[config.mk]
export PLATFORM = sky130hd
export DESIGN_NAME = nic
export DESIGN_NICKNAME = d
export VERILOG_FILES = /design/src/rtl/nic_pkg.sv /design/src/rtl/nic_chan_buf.sv /design/src/rtl/nic.sv
export SDC_FILE = /design/constraint.sdc
export NUM_CORES = 1
export LEC_CHECK = 0
export ABC_AREA = 1
export BUFFER_PORTS_ARGS = -buffer_cell sky130_fd_sc_hd__buf_4
export CAP_MARGIN = 15
export CORE_MARGIN = 1
export CORE_UTILIZATION = 30
export DETAILED_ROUTE_END_ITERATION = 10
export GPL_TIMING_DRIVEN = 0
export PLACE_DENSITY_LB_ADDON = 0.12
export SLEW_MARGIN = 15
export SYNTH_ARGS = -nofsm -noshare
export SYNTH_HDL_FRONTEND = slang
export SYNTH_SLANG_ARGS = --single-unit
[constraint.sdc]
create_clock -name clk -period 1.4 [get_ports clk]
set_clock_uncertainty 0.15 [all_clocks]
set_input_delay 0.28 -clock clk [delete_from_list [all_inputs] [get_ports clk]]
set_output_delay 0.28 -clock clk [all_outputs]
set_load 0.01 [all_outputs]
[src/rtl/nic_pkg.sv]
// nic_pkg: shared register map, packet field positions and status bit
// indices for the network interface controller.
package nic_pkg;

   localparam logic [1:0] ADDR_IN_BUF   = 2'd0;
   localparam logic [1:0] ADDR_IN_STAT  = 2'd1;
   localparam logic [1:0] ADDR_OUT_BUF  = 2'd2;
   localparam logic [1:0] ADDR_OUT_STAT = 2'd3;

   localparam int VC_BIT = 63;

   localparam int STAT_FULL = 0;
   localparam int STAT_OVF  = 1;

endpackage

[src/rtl/nic_chan_buf.sv]
// nic_chan_buf: one-entry channel buffer with a full flag. A write loads the
// data and sets full; a read-clear drops full but leaves the data in place,
// so a later read of an empty buffer still sees the last value.
module nic_chan_buf #(
   parameter int W = 64
) (
   input  logic         clk,
   input  logic         reset,
   input  logic         wr_en,
   input  logic [W-1:0] wr_data,
   input  logic         rd_clr,
   output logic         full,
   output logic [W-1:0] data
);

   // Load on write, drop the full flag on read-clear; a write wins if both occur.
   always_ff @(posedge clk) begin
      if (!reset) begin
         full <= 1'b0;
         data <= '0;
      end else if (wr_en) begin
         full <= 1'b1;
         data <= wr_data;
      end else if (rd_clr) begin
         full <= 1'b0;
      end
   end

endmodule

[src/rtl/nic.sv]
// nic: network interface controller between a processing element and the PE
// port of one mesh router. Offers a 4-word register map to the processor and
// runs the si/ri/di handshake towards the router, gating injection on the
// router polarity so a packet enters in the external phase of its VC.
// Optional feature: define NIC_OVF_DETECT_EN to record rejected out-buffer
// writes in a sticky overflow bit (cleared by writing d_in[1]=1 to addr 3).
module nic #(
   parameter int DATA_W = 64,
   parameter int VC_BIT = nic_pkg::VC_BIT
) (
   input  logic              clk,
   input  logic              reset,
   input  logic [1:0]        addr,
   input  logic [DATA_W-1:0] d_in,
   output logic [DATA_W-1:0] d_out,
   input  logic              nicEn,
   input  logic              nicWrEn,
   input  logic              net_si,
   output logic              net_ri,
   input  logic [DATA_W-1:0] net_di,
   output logic              net_so,
   input  logic              net_ro,
   output logic [DATA_W-1:0] net_do,
   input  logic              net_polarity
);

   import nic_pkg::*;

   logic              rd_access;
   logic              wr_access;
   logic              in_full;
   logic [DATA_W-1:0] in_data;
   logic              out_full;
   logic [DATA_W-1:0] out_data;
   logic              in_capture;
   logic              in_rd_clr;
   logic              out_load;
   logic              out_reject;
   logic              ovf;

   assign rd_access = nicEn && !nicWrEn;
   assign wr_access = nicEn && nicWrEn;

   assign net_ri     = ~in_full;
   assign in_capture = net_si && net_ri;
   assign in_rd_clr  = rd_access && (addr == ADDR_IN_BUF);

   assign out_load   = wr_access && (addr == ADDR_OUT_BUF) && !out_full;
   assign out_reject = wr_access && (addr == ADDR_OUT_BUF) && out_full;

   assign net_do = out_data;
   assign net_so = out_full && net_ro && (out_data[VC_BIT] != net_polarity);

   nic_chan_buf #(.W(DATA_W)) u_in_buf (
      .clk     (clk),
      .reset   (reset),
      .wr_en   (in_capture),
      .wr_data (net_di),
      .rd_clr  (in_rd_clr),
      .full    (in_full),
      .data    (in_data)
   );

   nic_chan_buf #(.W(DATA_W)) u_out_buf (
      .clk     (clk),
      .reset   (reset),
      .wr_en   (out_load),
      .wr_data (d_in),
      .rd_clr  (net_so),
      .full    (out_full),
      .data    (out_data)
   );

`ifdef NIC_OVF_DETECT_EN
   logic ovf_q;
   logic ovf_clr;

   assign ovf_clr = wr_access && (addr == ADDR_OUT_STAT) && d_in[STAT_OVF];

   // Sticky overflow: set by a rejected out-buffer write, cleared by software.
   always_ff @(posedge clk) begin
      if (!reset) begin
         ovf_q <= 1'b0;
      end else if (out_reject) begin
         ovf_q <= 1'b1;
      end else if (ovf_clr) begin
         ovf_q <= 1'b0;
      end
   end

   assign ovf = ovf_q;
`else
   logic unused_reject;
   assign unused_reject = out_reject;
   assign ovf = 1'b0;
`endif

   // Zero-latency register read mux; drives zero whenever no read is in progress.
   always_comb begin
      d_out = '0;
      if (rd_access) begin
         case (addr)
            ADDR_IN_BUF:   d_out = in_data;
            ADDR_IN_STAT:  d_out[STAT_FULL] = in_full;
            ADDR_OUT_BUF:  d_out = out_data;
            ADDR_OUT_STAT: begin
               d_out[STAT_FULL] = out_full;
               d_out[STAT_OVF]  = ovf;
            end
            default:       d_out = '0;
         endcase
      end
   end

endmodule
==> out/metrics.yaml, run 1 <==
status: "complete, but fails checks"
violations: "setup timing"
grt_usage: 0.2187
drt_iter0_drc: 184
combPwrFrac: 0.175
layout.nets: 1476
seqPwrFrac: 0.374
seq_area_frac_synth: 0.4438
ios: 267
synth_flop_cell: "dfxtp_1"
die-height_microns: 141.8
root_buffer: "clkbuf_16"
areaGrowthSynthToFinish_pct: 94.11
hold_viol: 0
met3_wirelength_mm: 1.125
min_path_type: "in -> reg"
synth_edf_count: 0
end_kind: "output pin"
antenna_found_initial: 1
post-route-drc-count: 0
cts_buffer_depth: 2
path_max_fanout: 7
slew_headroom: 0.5902
top_layer: "met4"
yosysMostFrequentCell: "nand2_1"
postRouteAntennaNets: 0
synth_top_area_cell: "dfxtp_1"
fin_ws_ps: -261.3
grt_max_degree: 17
dr.pass1.iters: 4
ys_seq_elements: 130
gp_congestion: 0.8021
power_density_nw_per_um2: 956.3
dp_slack_ps: -585.5
drt-total-wl_mm: 22.72
maxCapViolations: 0
syn_avg_cell_area_sq_um: 6.347
grt_pass1_vias: 6708
fp.dieW_microns: 141.8
rsz0062_at_grt: "yes"
ir_worst_vdd_mv: 0.8124
swShare: 0.2527
fillers: 1831
hold_slack_ps: 14.72
drive_gt1_frac: 0.4186
leakage_nw: 5.286
cts_tree: "built"
cp_top_family: "buffers and inverters"
grt_pass1_wl_mm: 34.09
clk_latency_ps: 420
htreeDepth: 4
synth_top_area_frac: 0.4438
ys_top_cells_by_area: "dfxtp_1 (44%), nand2_1 (17%), nor2_1 (17%)"
pwr-share-clk: 0.450
postSynthCellCount: 924
syn_nets: 1061
crit_type: "in -> out"
grt_overflow: 0
post_drt_wl_per_cell_microns: 14.07
vias: 7039
cts.sinks: 130
path_clk_slew_ps: 60
maxSlewViolCount: 0
fp.coreArea_sq_um: 18960
netSwitchingPower_mw: 2.751
post-route-min-period_ps: 1661
critPathArrivalTime_ps: 1230
synthArstFlopShare: 0
setup_viol: 110
max_stage_delay_ps: 180
wl_met1_mm: 10.02
die_area_sq_um: 20110
place.detailed.hpwl_mm: 15.04
viasPerCell: 4.361
yosys-top-cells-count: "nand2_1 (264), nor2_1 (261), dfxtp_1 (130), inv_1 (69), a21oi_1 (65)"
start_util: 0.3094
num_rows: 50
path_cells: "buf_8 -> nor2_4 -> buf_12 -> buf_12 -> buf_16 -> nand2_4 -> a21oi_2 -> buf_4"
crit_buf_inv: 5
cp-start-kind: "primary input"
finalCritPeriodShare: 1.187
io_buffer_count: 265
r2r_setup_slack_ps: -50
syn_area_sq_um: 5864
ys_types: 18
cpMostUsedCell: "buf_12"
tightest_slew_ps: 614.7
numCtsBuffers: 17
p_int_mw: 8.135
met2_length_mm: 11.23
fmax_ghz: 0.6019
cp.required_ps: 970
critPathSlowestCell: "buf_12"
yosysWarnings: 0
==> layout by cell type, fill, tap and decap left out, types with 27 or more instances in the layout <==
master,n
nor2_1,256
dfxtp_1,112
nand2_1,167
nand2_2,76
a21oi_2,59
dlygate4sd3_1,98
o21ai_0,54
buf_4,265
inv_1,67
clkbuf_16,27
==> metal layers <==
layer | track usage | up-vias
met5 | 0 | -
met4 | 0.07923 | 0
met3 | 0.04691 | 25
met2 | 0.3783 | 193
met1 | 0.2661 | 3167
li1 | - | 3654
==> metrics by stage <==
step | setup TNS (ps) | utilization | instance area [sq um] | instances | total power, mW
floorplan | -908.5 | - | 5962 | 924 | 4.807
global placement | -42180 | 0.4366 | 8277 | 1449 | 5.458
detailed placement | -43530 | 0.4366 | 8277 | 1449 | 5.470
CTS | -14590 | 0.5558 | 10540 | 1595 | 10.78
global route | -22920 | 0.6004 | 11380 | 1613 | 11.34
finish | -15320 | 0.6005 | 11380 | 1614 | 10.89
==> power groups by stage <==
| stage | Clock (mW) | Combinational (mW) | Sequential, mW |
|---|---|---|---|
| 6_report | 4.90 | 1.91 | 4.08 |
| 5_1_grt | 5.15 | 2.09 | 4.10 |
| 4_1_cts | 4.98 | 1.74 | 4.07 |
| 3_5_place_dp | 0 | 1.33 | 4.14 |
| 3_3_place_gp | 0 | 1.32 | 4.14 |
| 2_1_floorplan | 0 | 0.668 | 4.14 |
==> cell families after synthesis <==
family          share of synthesized area
flops                              0.4438
simple gates                       0.3424
compound gates                     0.1114
buf+inv                            0.1024
==> layout make-up <==
| cell class | instances | area [sq um] | share of cell area |
|---|---|---|---|
| multi-input cells | 661 | 3267 | 0.2870 |
| clock buffers | 21 | 480.5 | 0.04221 |
| clock inverters | 11 | 175.2 | 0.01539 |
| well taps | 260 | 325.3 | 0.02858 |
| plain buffers | 60 | 629.4 | 0.05529 |
| repair buffers | 396 | 3590 | 0.3153 |
| diodes | 2 | 5.005 | 0.0004397 |
| inverters | 73 | 284.0 | 0.02495 |
| flip-flops and latches | 130 | 2628 | 0.2308 |
==> state kept, by name, summed over array words and instances (netlist names) <==
register and flops:
u_in_buf.full 1, u_in_buf.data 64, u_out_buf.full 1, u_out_buf.data 64
==> final timing paths <==
| path | from | endpoint | cells after the start |
|---|---|---|---|
| min | d_in[39] | u_out_buf.data[39]$_SDFFE_PN0P_ | 5 |
| max | addr[1] | d_out[27] | 8 |
| max reg2reg | u_out_buf.full$_SDFFE_PN0P_ | u_out_buf.data[62]$_SDFFE_PN0P_ | 9 |
| min reg2reg | u_in_buf.data[2]$_SDFFE_PN0P_ | u_in_buf.data[2]$_SDFFE_PN0P_ | 2 |
==> repair_timing <==
item | in CTS | in global routing
buffers inserted | 9 | 7
hold endpoints to repair | 98 | 0
pin swaps | 17 | 42
gates cloned | 7 | 10
setup endpoints to repair | 174 | 196
gates resized for setup | 148 | 182
hold buffers | 98 | 0
==> worst min-delay path, stage by stage <==
cell     delay, ps
buf_4           70
inv_1           30
nand2_1         50
nand2_1         40
nor2_1          70
No activity file was read; power rests on OpenSTA's default activity.
==> run 2: changes to the inputs <==
--- a/config.mk
+++ b/config.mk
@@ -5,14 +5,13 @@
 export SDC_FILE = /design/constraint.sdc
 export NUM_CORES = 1
 export LEC_CHECK = 0
-export ABC_AREA = 1
 export BUFFER_PORTS_ARGS = -buffer_cell sky130_fd_sc_hd__buf_4
 export CAP_MARGIN = 15
 export CORE_MARGIN = 1
 export CORE_UTILIZATION = 30
 export DETAILED_ROUTE_END_ITERATION = 10
 export GPL_TIMING_DRIVEN = 0
-export PLACE_DENSITY_LB_ADDON = 0.12
+export PLACE_DENSITY_LB_ADDON = 0.1
 export SLEW_MARGIN = 15
 export SYNTH_ARGS = -nofsm -noshare
 export SYNTH_HDL_FRONTEND = slang
==> run 2 against run 1 <==
The flow still finishes with violations (setup timing). Clock-buffer cell count is 2 lower. Hold slack improved by 91 ps. Synthesized cell count down 30%. Maximum frequency fell by 13%. Sequential power shrank 3%. First-iteration DRC count increased by 31%. Register-to-register slack worse by 130 ps. Critical path type is now reg -> out.
==> out/metrics.yaml, run 2 <==
crit-reg2reg-launch: "u_out_buf.full$_SDFFE_PN0P_"
cp-start-kind: "flop"
antenna_found_initial: 0  # -1
critPathArrivalTime_ps: 1490  # +260 ps
tightest_slew_ps: 626.8  # +12.09 ps
post-route-min-period_ps: 1917  # +256.1 ps
rsz0062_at_grt: "yes"
viasPerCell: 4.587  # +5.2%
hold_start: "reset"
synthArstFlopShare: 0  # unchanged
placedCellCount: 1148  # -21%
slew_headroom: 0.5821  # -0.008062
cp.required_ps: 970  # about the same
fmax_ghz: 0.5215  # -13%
gp_congestion: 0.7590  # -5.4%
power_density_nw_per_um2: 884.6  # -7.5%
leakage_nw: 4.711  # -11%
vias: 6174  # -12%
max_stage_delay_ps: 460  # +280 ps
drt_iter0_drc: 241  # +31%
violations: "setup timing"
grt.met3_usage: 0.06154  # +0.01463
fp.coreArea_sq_um: 18710  # -1.3%
synth_flop_cell: "dfxtp_1"
hold_slack_ps: 105.6  # +90.90 ps
n_antenna_cell: 0  # -2
placed_cell_area_sq_um: 8056  # -2.7%
hold_viol: 0  # unchanged
post_drt_wl_per_cell_microns: 16.45  # +17%
busiest_layer: "met2"
ys_types: 25  # +7
die-height_microns: 140.0  # -1.3%
final_common_cell: "buf_4"
postSynthCellCount: 649  # -30%
yosysWarnings: 0  # unchanged
postRouteAntennaNets: 0  # unchanged
final_cell_mix: "buf_4 (262), nand2_1 (259), dlygate4sd3_1 (129)"
setup_viol: 132  # +20%
htreeDepth: 4  # unchanged
place.detailed.hpwl_mm: 14.24  # -5.3%
path_max_fanout: 6  # -1
dp_slack_ps: -574.2  # +11.32 ps
yosysMostFrequentCell: "nand2_1"
status: "complete, but fails checks"
dr.pass1.iters: 5  # +1
ys_seq_elements: 130  # unchanged
syn_area_sq_um: 5709  # -2.6%
min_path_type: "in -> reg"
path_cells: "mux4_2 -> nor2b_4 -> buf_6"
clk_latency_ps: 420  # about the same
drt-total-wl_mm: 22.14  # -2.5%
ys_top_cells_by_area: "dfxtp_1 (46%), nand2_1 (17%), mux2i_1 (11%)"
grt_util_met1: 0.2852  # +0.01903
yosys-top-cells-count: "nand2_1 (259), dfxtp_1 (130), mux2i_1 (64), a22o_1 (63), a21boi_1 (60)"
areaGrowthSynthToFinish_pct: 88.63
drive_gt1_frac: 0.3471  # -0.07152
reg_top3: "u_in_buf.data (64), u_out_buf.data (64)"
seq_area_frac_synth: 0.4558  # +0.01206
post-route-drc-count: 0  # unchanged
num_rows: 50  # unchanged
path_clk_slew_ps: 60  # about the same
cts_tree: "built"
cts_buffer_depth: 2  # unchanged
postLayoutCellArea_sq_um: 10770  # -5.4%
root_buffer: "clkbuf_16"
ir_worst_vdd_mv: 0.8336  # +2.6%
fp.dieW_microns: 140.0  # -1.3%
critPathSlowestCell: "mux4_2"
start_util: 0.3052  # -0.004156
grt_use_met2: 0.3745  # -0.003800
crit_type: "reg -> out"
synth_top_area_frac: 0.4558  # +0.01206
grt_usage: 0.2252  # +0.006487
fillers: 1698  # -7.3%
syn_nets: 786  # -26%
cts.sinks: 130  # unchanged
fin_ws_ps: -517.4  # -256.1 ps
io_buffer_count: 265  # unchanged
finalCritPeriodShare: 1.370  # +0.1829
numCtsBuffers: 17  # unchanged
stdcell_count: 1346  # -17%
die_area_sq_um: 19590  # -2.6%
total_power_mw: 9.526  # -12%
layout.nets: 1238  # -16%
grt_pass1_wl_mm: 34.02  # -0.20%
grt_overflow: 0  # unchanged
maxCapViolations: 0  # unchanged
syn_avg_cell_area_sq_um: 8.797  # +39%
grt_pass1_vias: 6241  # -7.0%
ios: 267  # unchanged
synth_edf_count: 0  # unchanged
end_kind: "output pin"
maxSlewViolCount: 0  # unchanged
grt_max_degree: 17  # unchanged
cp-startpoint: "u_in_buf.full$_SDFFE_PN0P_"
synth_top_area_cell: "dfxtp_1"
==> run 2: changes by cell type in the layout (fill, tap and decap cells not counted), moves of 59 or more <==
| cell | delta |
|---|---|
| a21oi_2 | -59 |
| nand2_1 | +92 |
| nor2_1 | -256 |
| a21boi_1 | +60 |
| nand2_2 | -76 |
| inv_1 | -66 |
| a22o_1 | +63 |
| mux2i_1 | +64 |
==> run 2: worst paths after layout <==
path                                     end  slack (ps)  cells past startpoint
max                                 d_out[0]        -520                      3
min           u_in_buf.data[22]$_SDFFE_PN0P_         110                      2
max reg2reg  u_out_buf.data[39]$_SDFFE_PN0P_        -180                      7
min reg2reg    u_in_buf.data[5]$_SDFFE_PN0P_         300                      2
==> run 2: cell type report <==
| cell class | count | area, sq um | area share |
|---|---|---|---|
| buffer | 55 | 510.5 | 0.04740 |
| clock buffer | 19 | 432.9 | 0.04020 |
| clock inverter | 11 | 92.59 | 0.008598 |
| inverter | 1 | 3.754 | 0.0003486 |
| multi-input combinational | 463 | 2799 | 0.2599 |
| sequential | 130 | 2623 | 0.2435 |
| tap | 234 | 292.8 | 0.02719 |
| timing repair buffer | 433 | 4015 | 0.3728 |
==> run 2: timing repair <==
| item | 4_1_cts | 5_1_grt |
|---|---|---|
| buffers inserted | 25 | 6 |
| resized for setup | 60 | 64 |
| gates cloned | 14 | 3 |
| hold endpoints to repair | 129 | 0 |
| endpoints found under the setup margin | 181 | 187 |
| pin swaps | 7 | 12 |
| hold buffers | 129 | 0 |
==> run 2: worst max-delay path: cells and delay by family, from the launching register on <==
| family | cells | cell delay (ps) |
|---|---|---|
| flops | 1 | 350 |
| buf+inv | 1 | 130 |
| simple gates | 1 | 140 |
| mux | 1 | 460 |
==> run 2: kinds of logic (layout without fill, tap and decap cells) <==
kind of cell | Yosys count | after routing | synth area share
AOI/OAI and AO/OA | 129 | 129 | 0.1841
DFF | 130 | 130 | 0.4558
and+or+nand+nor | 268 | 268 | 0.1845
xor gates and xnor gates | 1 | 1 | 0.001534
buffers and inverters | 56 | 519 | 0.05786
muxes | 65 | 65 | 0.1162
==> run 2: report_power, final <==
| part | internal [mW] | switching, mW | leakage (nW) |
|---|---|---|---|
| sequential | 3.85 | 0.0966 | 1.07 |
| combinational | 0.896 | 0.601 | 3.39 |
| clock | 2.40 | 1.68 | 0.258 |
==> run 2: stage by stage <==
stage	setup TNS [ps]	utilization
6_report	-32010	0.5757
3_3_place_gp	-52380	0.4307
5_1_grt	-39450	0.5757
3_5_place_dp	-52840	0.4307
2_1_floorplan	-2568	-
4_1_cts	-37140	0.5691
==> run 2: metal layers <==
metal  up-vias  wire (microns)  part of all wire
li1       3095               -                 -
met1      2860           10140              0.46
met2       190           10330              0.47
met3        29            1217             0.055
met4         0             456             0.021
met5         -               0                 0
